## src/rtl/obj_pkg.sv

```systemverilog
// Shared types and constants for the OBJ (sprite) VRAM fetch path.
// Used by the regular row sequencer and the tile address calculator.
package obj_pkg;

  typedef enum logic [1:0] {
    IDLE  = 2'd0,
    SETUP = 2'd1,
    EMIT  = 2'd2,
    DONE  = 2'd3
  } obj_fetch_state_t;

  localparam int OBJ_TILE_BYTES = 32;
  localparam int OBJ_2D_STRIDE  = 32;
  localparam int OBJ_BITMAP_BIT = 14;

  // Sprite descriptor captured on the start cycle.
  typedef struct packed {
    logic [9:0] name;
    logic       bpp8;
    logic       map1d;
    logic       bitmapMode;
    logic [3:0] wTiles;
    logic [3:0] hTiles;
    logic [5:0] line;
    logic       hflip;
    logic       vflip;
  } obj_desc_t;

  // A tile row is 4 bytes at 4bpp and 8 bytes at 8bpp.
  function automatic logic [2:0] objWordsPerTile(input logic bpp8, input int busBytes);
    int rowBytes;
    rowBytes = bpp8 ? 8 : 4;
    return 3'(rowBytes / busBytes);
  endfunction

endpackage

```

## src/rtl/obj_tile_addr_calc.sv

```systemverilog
// Combinational OBJ VRAM word address from tile name, tile row/column and word index.
// All arithmetic is carried at ADDR_W bits so wrap-around comes for free.
module obj_tile_addr_calc
  import obj_pkg::*;
#(
  parameter int ADDR_W    = 15,
  parameter int BUS_BYTES = 4,
  parameter int TX_W      = 3
) (
  input  logic [9:0]        name,
  input  logic              bpp8,
  input  logic              map_1d,
  input  logic              bitmap_mode,
  input  logic [3:0]        w_tiles,
  input  logic [2:0]        ty,
  input  logic [2:0]        r,
  input  logic [TX_W-1:0]   tx,
  input  logic [1:0]        k,
  output logic [ADDR_W-1:0] addr
);

  logic [ADDR_W-1:0] nEff;
  logic [ADDR_W-1:0] step;
  logic [ADDR_W-1:0] stride;
  logic [ADDR_W-1:0] rowBytes;
  logic [ADDR_W-1:0] tileNum;
  logic [ADDR_W-1:0] fullAddr;

  always_comb begin
    // 8bpp tiles in 2D mapping must start on an even tile name.
    nEff     = (bpp8 && !map_1d) ? ADDR_W'({name[9:1], 1'b0}) : ADDR_W'(name);
    step     = bpp8 ? ADDR_W'(2) : ADDR_W'(1);
    stride   = map_1d ? ADDR_W'(w_tiles) * step : ADDR_W'(OBJ_2D_STRIDE);
    rowBytes = bpp8 ? ADDR_W'(8) : ADDR_W'(4);
    tileNum  = nEff + ADDR_W'(ty) * stride + ADDR_W'(tx) * step;
    fullAddr = tileNum * ADDR_W'(OBJ_TILE_BYTES) + ADDR_W'(r) * rowBytes
             + ADDR_W'(k) * ADDR_W'(BUS_BYTES);
    addr     = bitmap_mode ? (fullAddr | (ADDR_W'(1) << OBJ_BITMAP_BIT)) : fullAddr;
  end

endmodule

```

## src/rtl/obj_row_fetch_seq.sv

```systemverilog
// Walks one scanline of a regular sprite, streaming OBJ VRAM word addresses
// through a valid/ready handshake; one start yields one done (unless aborted).
module obj_row_fetch_seq
  import obj_pkg::*;
#(
  parameter int ADDR_W    = 15,
  parameter int BUS_BYTES = 4,
  parameter int MAX_W_T   = 8
) (
  input  logic              clock,
  input  logic              reset,
  input  logic              start,
  input  logic              abort,
  input  logic [9:0]        name,
  input  logic              bpp8,
  input  logic              map_1d,
  input  logic              bitmap_mode,
  input  logic [3:0]        w_tiles,
  input  logic [3:0]        h_tiles,
  input  logic [5:0]        line,
  input  logic              hflip,
  input  logic              vflip,
  output logic              busy,
  output logic              addr_valid,
  input  logic              addr_ready,
  output logic [ADDR_W-1:0] addr,
  output logic [2:0]        tile_x,
  output logic              last,
  output logic              done
);

  localparam int TX_W = (MAX_W_T > 1) ? $clog2(MAX_W_T) : 1;

  if (BUS_BYTES != 2 && BUS_BYTES != 4) begin : g_bad_bus_bytes
    $error("obj_row_fetch_seq: BUS_BYTES must be 2 or 4");
  end

  obj_fetch_state_t  state_q, state_d;
  obj_desc_t         desc_q, desc_d;
  logic [5:0]        row_q, row_d;
  logic [TX_W-1:0]   tx_q, tx_d;
  logic [1:0]        k_q, k_d;

  logic [2:0]        wpt;
  logic              kLast;
  logic [TX_W-1:0]   txFirst;
  logic [TX_W-1:0]   txFinal;
  logic              lastWord;
  logic              accept;
  logic [6:0]        rowsTotal;
  logic [5:0]        rowCalc;
  logic              outOfRange;
  logic [ADDR_W-1:0] calcAddr;

  always_comb begin
    wpt        = objWordsPerTile(desc_q.bpp8, BUS_BYTES);
    kLast      = ({1'b0, k_q} == (wpt - 3'd1));
    txFirst    = desc_q.hflip ? TX_W'(desc_q.wTiles - 4'd1) : '0;
    txFinal    = desc_q.hflip ? '0 : TX_W'(desc_q.wTiles - 4'd1);
    lastWord   = (state_q == EMIT) && kLast && (tx_q == txFinal);
    accept     = (state_q == EMIT) && addr_ready;
    rowsTotal  = {desc_q.hTiles, 3'b000};
    rowCalc    = desc_q.vflip ? 6'(rowsTotal - 7'd1 - {1'b0, desc_q.line}) : desc_q.line;
    // Widths beyond MAX_W_T would overflow the tile counter, so they are skipped like empty sprites.
    outOfRange = ({1'b0, desc_q.line} >= rowsTotal) || (desc_q.wTiles == 4'd0)
               || (desc_q.hTiles == 4'd0) || (32'(desc_q.wTiles) > MAX_W_T);
  end

  always_comb begin
    state_d = state_q;
    desc_d  = desc_q;
    row_d   = row_q;
    tx_d    = tx_q;
    k_d     = k_q;
    case (state_q)
      IDLE: begin
        if (start && !abort) begin
          state_d = SETUP;
          desc_d  = '{name: name, bpp8: bpp8, map1d: map_1d, bitmapMode: bitmap_mode,
                      wTiles: w_tiles, hTiles: h_tiles, line: line,
                      hflip: hflip, vflip: vflip};
        end
      end
      SETUP: begin
        row_d   = rowCalc;
        tx_d    = txFirst;
        k_d     = 2'd0;
        state_d = outOfRange ? DONE : EMIT;
      end
      EMIT: begin
        if (accept) begin
          if (lastWord) begin
            state_d = DONE;
          end else if (kLast) begin
            k_d  = 2'd0;
            tx_d = desc_q.hflip ? tx_q - 1'b1 : tx_q + 1'b1;
          end else begin
            k_d = k_q + 2'd1;
          end
        end
      end
      DONE:    state_d = IDLE;
      default: state_d = IDLE;
    endcase
    if (abort && state_q != IDLE) state_d = IDLE;
  end

  always_ff @(posedge clock) begin
    if (reset) begin
      state_q <= IDLE;
      desc_q  <= '0;
      row_q   <= '0;
      tx_q    <= '0;
      k_q     <= '0;
    end else begin
      state_q <= state_d;
      desc_q  <= desc_d;
      row_q   <= row_d;
      tx_q    <= tx_d;
      k_q     <= k_d;
    end
  end

  obj_tile_addr_calc #(
    .ADDR_W    (ADDR_W),
    .BUS_BYTES (BUS_BYTES),
    .TX_W      (TX_W)
  ) u_addr_calc (
    .name        (desc_q.name),
    .bpp8        (desc_q.bpp8),
    .map_1d      (desc_q.map1d),
    .bitmap_mode (desc_q.bitmapMode),
    .w_tiles     (desc_q.wTiles),
    .ty          (row_q[5:3]),
    .r           (row_q[2:0]),
    .tx          (tx_q),
    .k           (k_q),
    .addr        (calcAddr)
  );

  // Address-side outputs are forced to zero outside EMIT so reset/idle reads as all-zero.
  assign busy       = (state_q != IDLE);
  assign addr_valid = (state_q == EMIT);
  assign done       = (state_q == DONE);
  assign last       = lastWord;
  assign addr       = addr_valid ? calcAddr : '0;
  assign tile_x     = addr_valid ? 3'(tx_q) : 3'd0;

endmodule

```

## config.mk

```make
export PLATFORM = sky130hd
export DESIGN_NAME = obj_row_fetch_seq
export DESIGN_NICKNAME = d
export VERILOG_FILES = /design/src/rtl/obj_pkg.sv /design/src/rtl/obj_tile_addr_calc.sv /design/src/rtl/obj_row_fetch_seq.sv
export SDC_FILE = /design/constraint.sdc
export NUM_CORES = 1
export LEC_CHECK = 0
export ABC_AREA = 1
export CAP_MARGIN = 10
export CORE_AREA = 2 2 99 101
export CTS_CLUSTER_DIAMETER = 40
export DETAILED_ROUTE_END_ITERATION = 16
export DIE_AREA = 0 0 101 103
export GPL_TIMING_DRIVEN = 0
export SYNTH_ARGS = -nofsm -noshare
export SYNTH_HDL_FRONTEND = slang
export SYNTH_SLANG_ARGS = --single-unit
```

## constraint.sdc

```tcl
create_clock -name clock -period 5.77 [get_ports clock]
set_clock_uncertainty 0.15 [all_clocks]
set_input_delay 0.577 -clock clock [delete_from_list [all_inputs] [get_ports clock]]
set_output_delay 0.577 -clock clock [all_outputs]
set_load 0.02 [all_outputs]
```

## Word-level counts from Yosys, hierarchy flattened

Index checks and enable logic that the tools add are counted.

- Word-level logic and storage cells: 89
- Register bits: 42
- Output and inout port bits: 22
- Input bits: 34

- Multipliers: 4
- Muxes and demuxes: 25
- Add/subtract/negate cells: 12
- Equality and inequality tests: 10
- Bitwise logic cells: 1
- $lt $le $gt $ge: 2
- Reductions and logical operators: 22

Operators with widths:

| cell | number |
|---|---|
| 15-bit 2-to-1 mux | 3 |
| 3-bit by 15-bit multiplier with 10-bit output | 2 |
| 3-bit 2-to-1 mux | 7 |
| 10-bit adder | 2 |
| 15-bit adder | 1 |
| 15-bit by 4-bit adder with 15-bit output | 1 |
| 3-bit by 15-bit multiplier with 15-bit output | 1 |
| 2-bit 2-to-1 mux | 7 |
| 3-bit by 1-bit subtractor with 3-bit output (second input constant) | 3 |
| 4-bit zero test | 2 |
| 4-bit 2-to-1 mux | 2 |
| 2-bit case mux with 4 select lines | 1 |
| 6-bit by 7-bit greater-or-equal comparator with 1-bit output | 1 |
| 1-bit logical AND | 6 |
| 4-bit by 2-bit multiplier with 6-bit output | 1 |
| 6-bit 2-to-1 mux | 1 |
| 2-bit by 1-bit inequality test with 1-bit output (second input constant) | 3 |
| 3-bit case mux with 2 select lines | 1 |
| 3-bit AND reduction | 2 |
| 6-bit by 1-bit subtractor with 6-bit output (second input constant) | 1 |
| 6-bit subtractor | 1 |
| 2-bit == test (second input constant) | 2 |
| 4-bit > comparator (second input constant) | 1 |
| 2-bit inequality test (second input constant) | 2 |
| other kinds (16) | 22 |

## Longest topological paths before layout

- Depth in word-level cells: 11
- Depth in mapped cells: 28
- Mapped depth without buffers: 27

## Modules after synthesis

A second synthesis with hierarchy kept.

- Cells, all modules: 554
- Area, all modules: 3,764.9 µm²

Modules (own cells, without submodules):

| module | cells each | instances | area an instance (µm²) | seq. area each (µm²) |
|---|---|---|---|---|
| obj_row_fetch_seq | 314 | 1 | 2,202.1 | 840.8 |
| obj_tile_addr_calc | 240 | 1 | 1,562.7 | 0.0 |

## Worst setup path after synthesis

No wires, ideal clock.

- Path kind: flip-flop to output port
- From: register desc_q[18] (netlist bit)
- To: output port addr[12]
- Path buffers: 2
- Cell stages (with the launch flop): 22
- Setup slack: 0.174 ns
- Data required time: 5.043 ns
- Arrival: 4.869 ns
- Cell sequence: dfxtp_1 > clkbuf_1 > clkbuf_1 > nor2_1 > fa_1 > o21ai_0 > nor2_1 > fa_1 > inv_1 > fa_1 > fa_1 > inv_1 > fa_1 > inv_1 > nand2_1 > nand2_1 > nor2_2 > nand3b_1 > nand2_2 > nand2_1 > nor2_2 > nor3_1

- Cells in the longest elaborated chain, start to end: 10
- Elaborated cells between the ends (all ways): 15
- Classes of those cells: add/sub (4); mul (4); mux (6); reduce/logical (1)

RTL lines:

| item | RTL line | source |
|---|---|---|
| from (decl) | obj_row_fetch_seq.sv:39 | `obj_desc_t desc_q, desc_d;` |
| from (signal assigned) | obj_row_fetch_seq.sv:117 | `desc_q <= desc_d;` |
| 2-bit 2-to-1 mux | obj_tile_addr_calc.sv:32 | `step = bpp8 ? ADDR_W'(2) : ADDR_W'(1);` |
| 4-bit by 2-bit multiplier with 6-bit output | obj_tile_addr_calc.sv:33 | `stride = map_1d ? ADDR_W'(w_tiles) * step : ADDR_W'(OBJ_2D_STRIDE);` |
| 15-bit 2-to-1 mux | obj_tile_addr_calc.sv:33 |  |
| 3-bit by 15-bit multiplier with 10-bit output | obj_tile_addr_calc.sv:35 | `tileNum = nEff + ADDR_W'(ty) * stride + ADDR_W'(tx) * step;` |
| 10-bit adder (2 in a row) | obj_tile_addr_calc.sv:35 |  |
| 15-bit adder (*) | obj_tile_addr_calc.sv:36 | `fullAddr = tileNum * ADDR_W'(OBJ_TILE_BYTES) + ADDR_W'(r) * rowBytes` |
| 15-bit by 4-bit adder with 15-bit output (*) | obj_tile_addr_calc.sv:37 | `+ ADDR_W'(k) * ADDR_W'(BUS_BYTES);` |
| 15-bit 2-to-1 mux (*) | obj_tile_addr_calc.sv:38 | `addr = bitmap_mode ? (fullAddr \| (ADDR_W'(1) << OBJ_BITMAP_BIT)) : fullAddr;` |
| 15-bit 2-to-1 mux (*) | obj_row_fetch_seq.sv:146 | `assign addr = addr_valid ? calcAddr : '0;` |
| to (decl) | obj_row_fetch_seq.sv:26 | `output logic [ADDR_W-1:0] addr,` |

Mark *: on every way between the ends. The rest lies on a longest branch, timed or not.

## Worst setup path in the final report

- From: register desc_q[18] (netlist bit)
- To: output port addr[14]

Same word-level chain as after synthesis.

==> metrics.json <==
{
  "synth_edf_count": {"value": 0},
  "largest_net_degree_at_the_start_of_global_routing": {"value": 13},
  "cts_num_sinks": {"value": 42},
  "multi_input_area": {"value": 2470, "unit": "um^2"},
  "io_buffer_count": {"value": 53},
  "post_syn_area": {"value": 3680, "unit": "um^2"},
  "clock_insertion_delay_worst_skew": {"value": 300, "unit": "ps"},
  "post_synthesis_cells": {"value": 520},
  "outcome": {"value": "complete, no violations"},
  "grt_use_met2": {"value": 29.9, "unit": "%"},
  "preCtsSetupSlack": {"value": -885, "unit": "ps"},
  "power.static_leakage": {"value": 2.16, "unit": "nW"},
  "setup_viol": {"value": 0},
  "floorplan.die.height": {"value": 103, "unit": "um"},
  "grt_use_met3": {"value": 2.37, "unit": "%"},
  "switching_share": {"value": 46.6, "unit": "%"},
  "drive_gt1_share": {"value": 10.0, "unit": "%"},
  "slew_viol_final": {"value": 0},
  "end_kind": {"value": "output port"},
  "h-tree-depth": {"value": 2},
  "layout.area.seq": {"value": 846, "unit": "um^2"},
  "worstPathArrival": {"value": 4860, "unit": "ps"},
  "path_max_fanout": {"value": 10},
  "wl": {"value": 8760, "unit": "um"},
  "synth.yosys.warnings": {"value": 0},
  "period_share": {"value": 96.9, "unit": "%"},
  "layout-area-overhead-vs-synth": {"value": 24.3, "unit": "%"},
  "regToRegEndpoint": {"value": "desc_q[14]"},
  "ir_drop": {"value": 120, "unit": "uV"},
  "place_congestion": {"value": 0.864},
  "power.density": {"value": 307, "unit": "nW/um^2"},
  "detail_route.iter0.violations": {"value": 109},
  "crit_required": {"value": 5040, "unit": "ps"},
  "final-hold-violation-count": {"value": 0},
  "reg2reg_slack": {"value": 3550, "unit": "ps"},
  "netlist-cell-type-count": {"value": 38},
  "vias_per_std_cell": {"value": 4.75},
  "seqPwrFrac": {"value": 29.4, "unit": "%"},
  "drt_first_pass_iters": {"value": 4},
  "worstMarginPinSlew": {"value": 606, "unit": "ps"},
  "ctsRootBufferMaster": {"value": "clkbuf_8"},
  "r2r_start": {"value": "state_q[0]"},
  "min_path_type": {"value": "reg -> reg"},
  "cts_inserted_buffers": {"value": 5},
  "cts.reportedPaths.clkPinSlew": {"value": 90, "unit": "ps"},
  "boundaryPins": {"value": 56},
  "grt_util_met1": {"value": 25.0, "unit": "%"},
  "grt_pass1_wl": {"value": 14800, "unit": "um"},
  "yosysSeqAreaShare": {"value": 22.8, "unit": "%"},
  "hold_path.startpoint": {"value": "desc_q[27]"},
  "floorplan.die_area": {"value": 10400, "unit": "um^2"},
  "setup.worst_path.class": {"value": "reg -> out"},
  "reg2regPathDepth": {"value": 6},
  "ctsLongestPathBuffers": {"value": 2},
  "tritoncts": {"value": "built"},
  "synth.ff_latch_count": {"value": 42},
  "synth_top_flop_cell": {"value": "dfxtp_1"},
  "grt_antenna_before_repair": {"value": 0},
  "initial_core_util": {"value": 39.0, "unit": "%"},
  "die_width": {"value": 101, "unit": "um"},
  "worst_setup_path_start_kind": {"value": "flop"},
  "shortest_clock_period_the_worst_path_allows_after_layout": {"value": 5590, "unit": "ps"},
  "finalWorstSetupSlack": {"value": 179, "unit": "ps"},
  "detail-route-antenna-nets": {"value": 0},
  "hold_depth": {"value": 2},
  "nNetsFinal": {"value": 680},
  "hold-worst-slack": {"value": 305, "unit": "ps"},
  "fp-row-count": {"value": 36},
  "dr_total_vias": {"value": 3336},
  "max_cap_viol_count": {"value": 0},
  "gr-max-usage-layer": {"value": "met2"},
  "detail_placement_hpwl": {"value": 7050, "unit": "um"},
  "share_comb_of_total_power": {"value": 56.9, "unit": "%"},
  "mostFrequentLayoutCells": {"value": "103 x inv_1, 77 x nand2_1, 49 x a21oi_1"},
  "cell_internal_pwr": {"value": 0.751, "unit": "mW"},
  "fill_cells": {"value": 999},
  "slew_headroom": {"value": 59.6, "unit": "%"},
  "grt-ovfl-total": {"value": 0},
  "clockPowerShare": {"value": 13.7, "unit": "%"},
  "cts_hold_buffers": {"value": 0},
  "placeableCoreArea": {"value": 9460, "unit": "um^2"},
  "power_switching": {"value": 0.656, "unit": "mW"},
  "routed_wire_length_per_instance": {"value": 12.5, "unit": "um"},
  "antenna_cells": {"value": 0},
  "global_routing_usage_summed_across_all_routing_layers": {"value": 17.9, "unit": "%"},
  "grt_pass1_vias": {"value": 3142},
  "layout.cells.most_common": {"value": "inv_1"},
  "max_clock_freq": {"value": 0.179, "unit": "GHz"},
  "async_reset_ff_share": {"value": 0, "unit": "%"},
  "postSynthAreaPerCell": {"value": 7.09, "unit": "um^2"},
  "hold_path_end": {"value": "desc_q[27]"},
  "drt_drc_violations_left": {"value": 0}
}
[cells by family after synthesis]
family / after synthesis / share of synthesized area, %
other: 1 / 0.102
buffers and inverters: 125 / 13.0
adders and majority gates: 58 / 23.8
AOI/OAI and AO/OA: 117 / 17.3
DFF: 42 / 22.8
xor gates and xnor gates: 9 / 2.14
and+or+nand+nor: 168 / 20.9
[cell usage after synthesis (4+ instances only)]
master    number  area [um^2]
inv_1        106          398
nand2_1       81          304
a21oi_1       50          250
o21ai_0       45          225
dfxtp_1       42          841
ha_1          38          475
nor2_1        37          139
fa_1          20          400
nand3_1       17         85.1
clkbuf_1      13         48.8
nand4_1       10         62.6
nor3_1         7         35.0
xor2_1         7         61.3
o21ai_1        6         30.0
o211ai_1       4         30.0
[power groups by stage]
stage | combinational [mW] | clock [mW] | sequential [mW]
floorplan | 0.572 | 0 | 0.402
detailed placement | 0.759 | 0 | 0.419
CTS | 0.772 | 0.197 | 0.413
finish | 0.801 | 0.192 | 0.414
global placement | 0.746 | 0 | 0.418
global route | 0.923 | 0.206 | 0.424
[through the flow]
stage | instance area [um^2] | util, % | setup TNS, ps | power, mW | instances
after floorplan | 3700 | - | 0 | 0.974 | 524
after global placement | 4370 | 46.2 | -4080 | 1.16 | 691
after detailed placement | 4370 | 46.2 | -4340 | 1.18 | 691
after CTS | 4470 | 47.2 | -102 | 1.38 | 698
after global routing | 4580 | 48.4 | -23.0 | 1.55 | 702
final | 4580 | 48.4 | 0 | 1.41 | 702
[worst max-delay path, cell delays in order (launching register included)]
cell	delay (ps)
dfxtp_4	360
buf_6	130
buf_8	140
nand2_2	60
inv_2	40
fa_2	550
nand3_2	90
fa_1	550
fa_1	450
fa_1	490
inv_1	60
ha_4	170
fa_2	520
inv_2	60
nor2_4	130
nand3b_1	100
nand2_2	110
nand2_1	70
nor2_2	90
nand3_1	70
nand3_1	90
nand2_1	60
inv_1	70
buf_6	110
[how the worst max path moves through the flow]
| stage | from | endpoint | slack [ps] | cells past startpoint |
|---|---|---|---|---|
| 2_1_floorplan | desc_q[18] | addr[12] | 170 | 21 |
| 3_3_place_gp | desc_q[18] | addr[14] | -830 | 24 |
| 3_5_place_dp | desc_q[18] | addr[14] | -880 | 24 |
| 4_1_cts | desc_q[18] | addr[14] | -100 | 23 |
| 5_1_grt | desc_q[18] | addr[14] | -20 | 23 |
| 6_report | desc_q[18] | addr[14] | 180 | 23 |
[registers in the layout, indices dropped and copies added, names as in the netlist]
register	cells
row_q	6
k_q	2
tx_q	3
desc_q	29
state_q	2
[area by class of cell]
cell class,instances,share of cell area (%)
buffer,16,1.91
clock buffer,6,1.58
clock inverter,1,0.164
inverter,109,8.93
multi-input combinational,357,53.9
sequential,42,18.5
tap,114,3.11
timing repair buffer,57,11.9
[per-layer routing]
metal | vias to the layer above | share of wire, % | routed length [um]
met2 | 52 | 46 | 3990
met4 | 0 | 1.1 | 93
met5 | - | 0 | 0
met1 | 1484 | 51 | 4430
li1 | 1792 | - | -
met3 | 8 | 2.8 | 243
[repair_timing]
item / in CTS / in global routing
resized for setup: 38 / 24
pin swaps: 2 / 12
buffers inserted: 0 / 4
setup endpoints to repair: 8 / 6
Power figures use the tool's default switching activity.
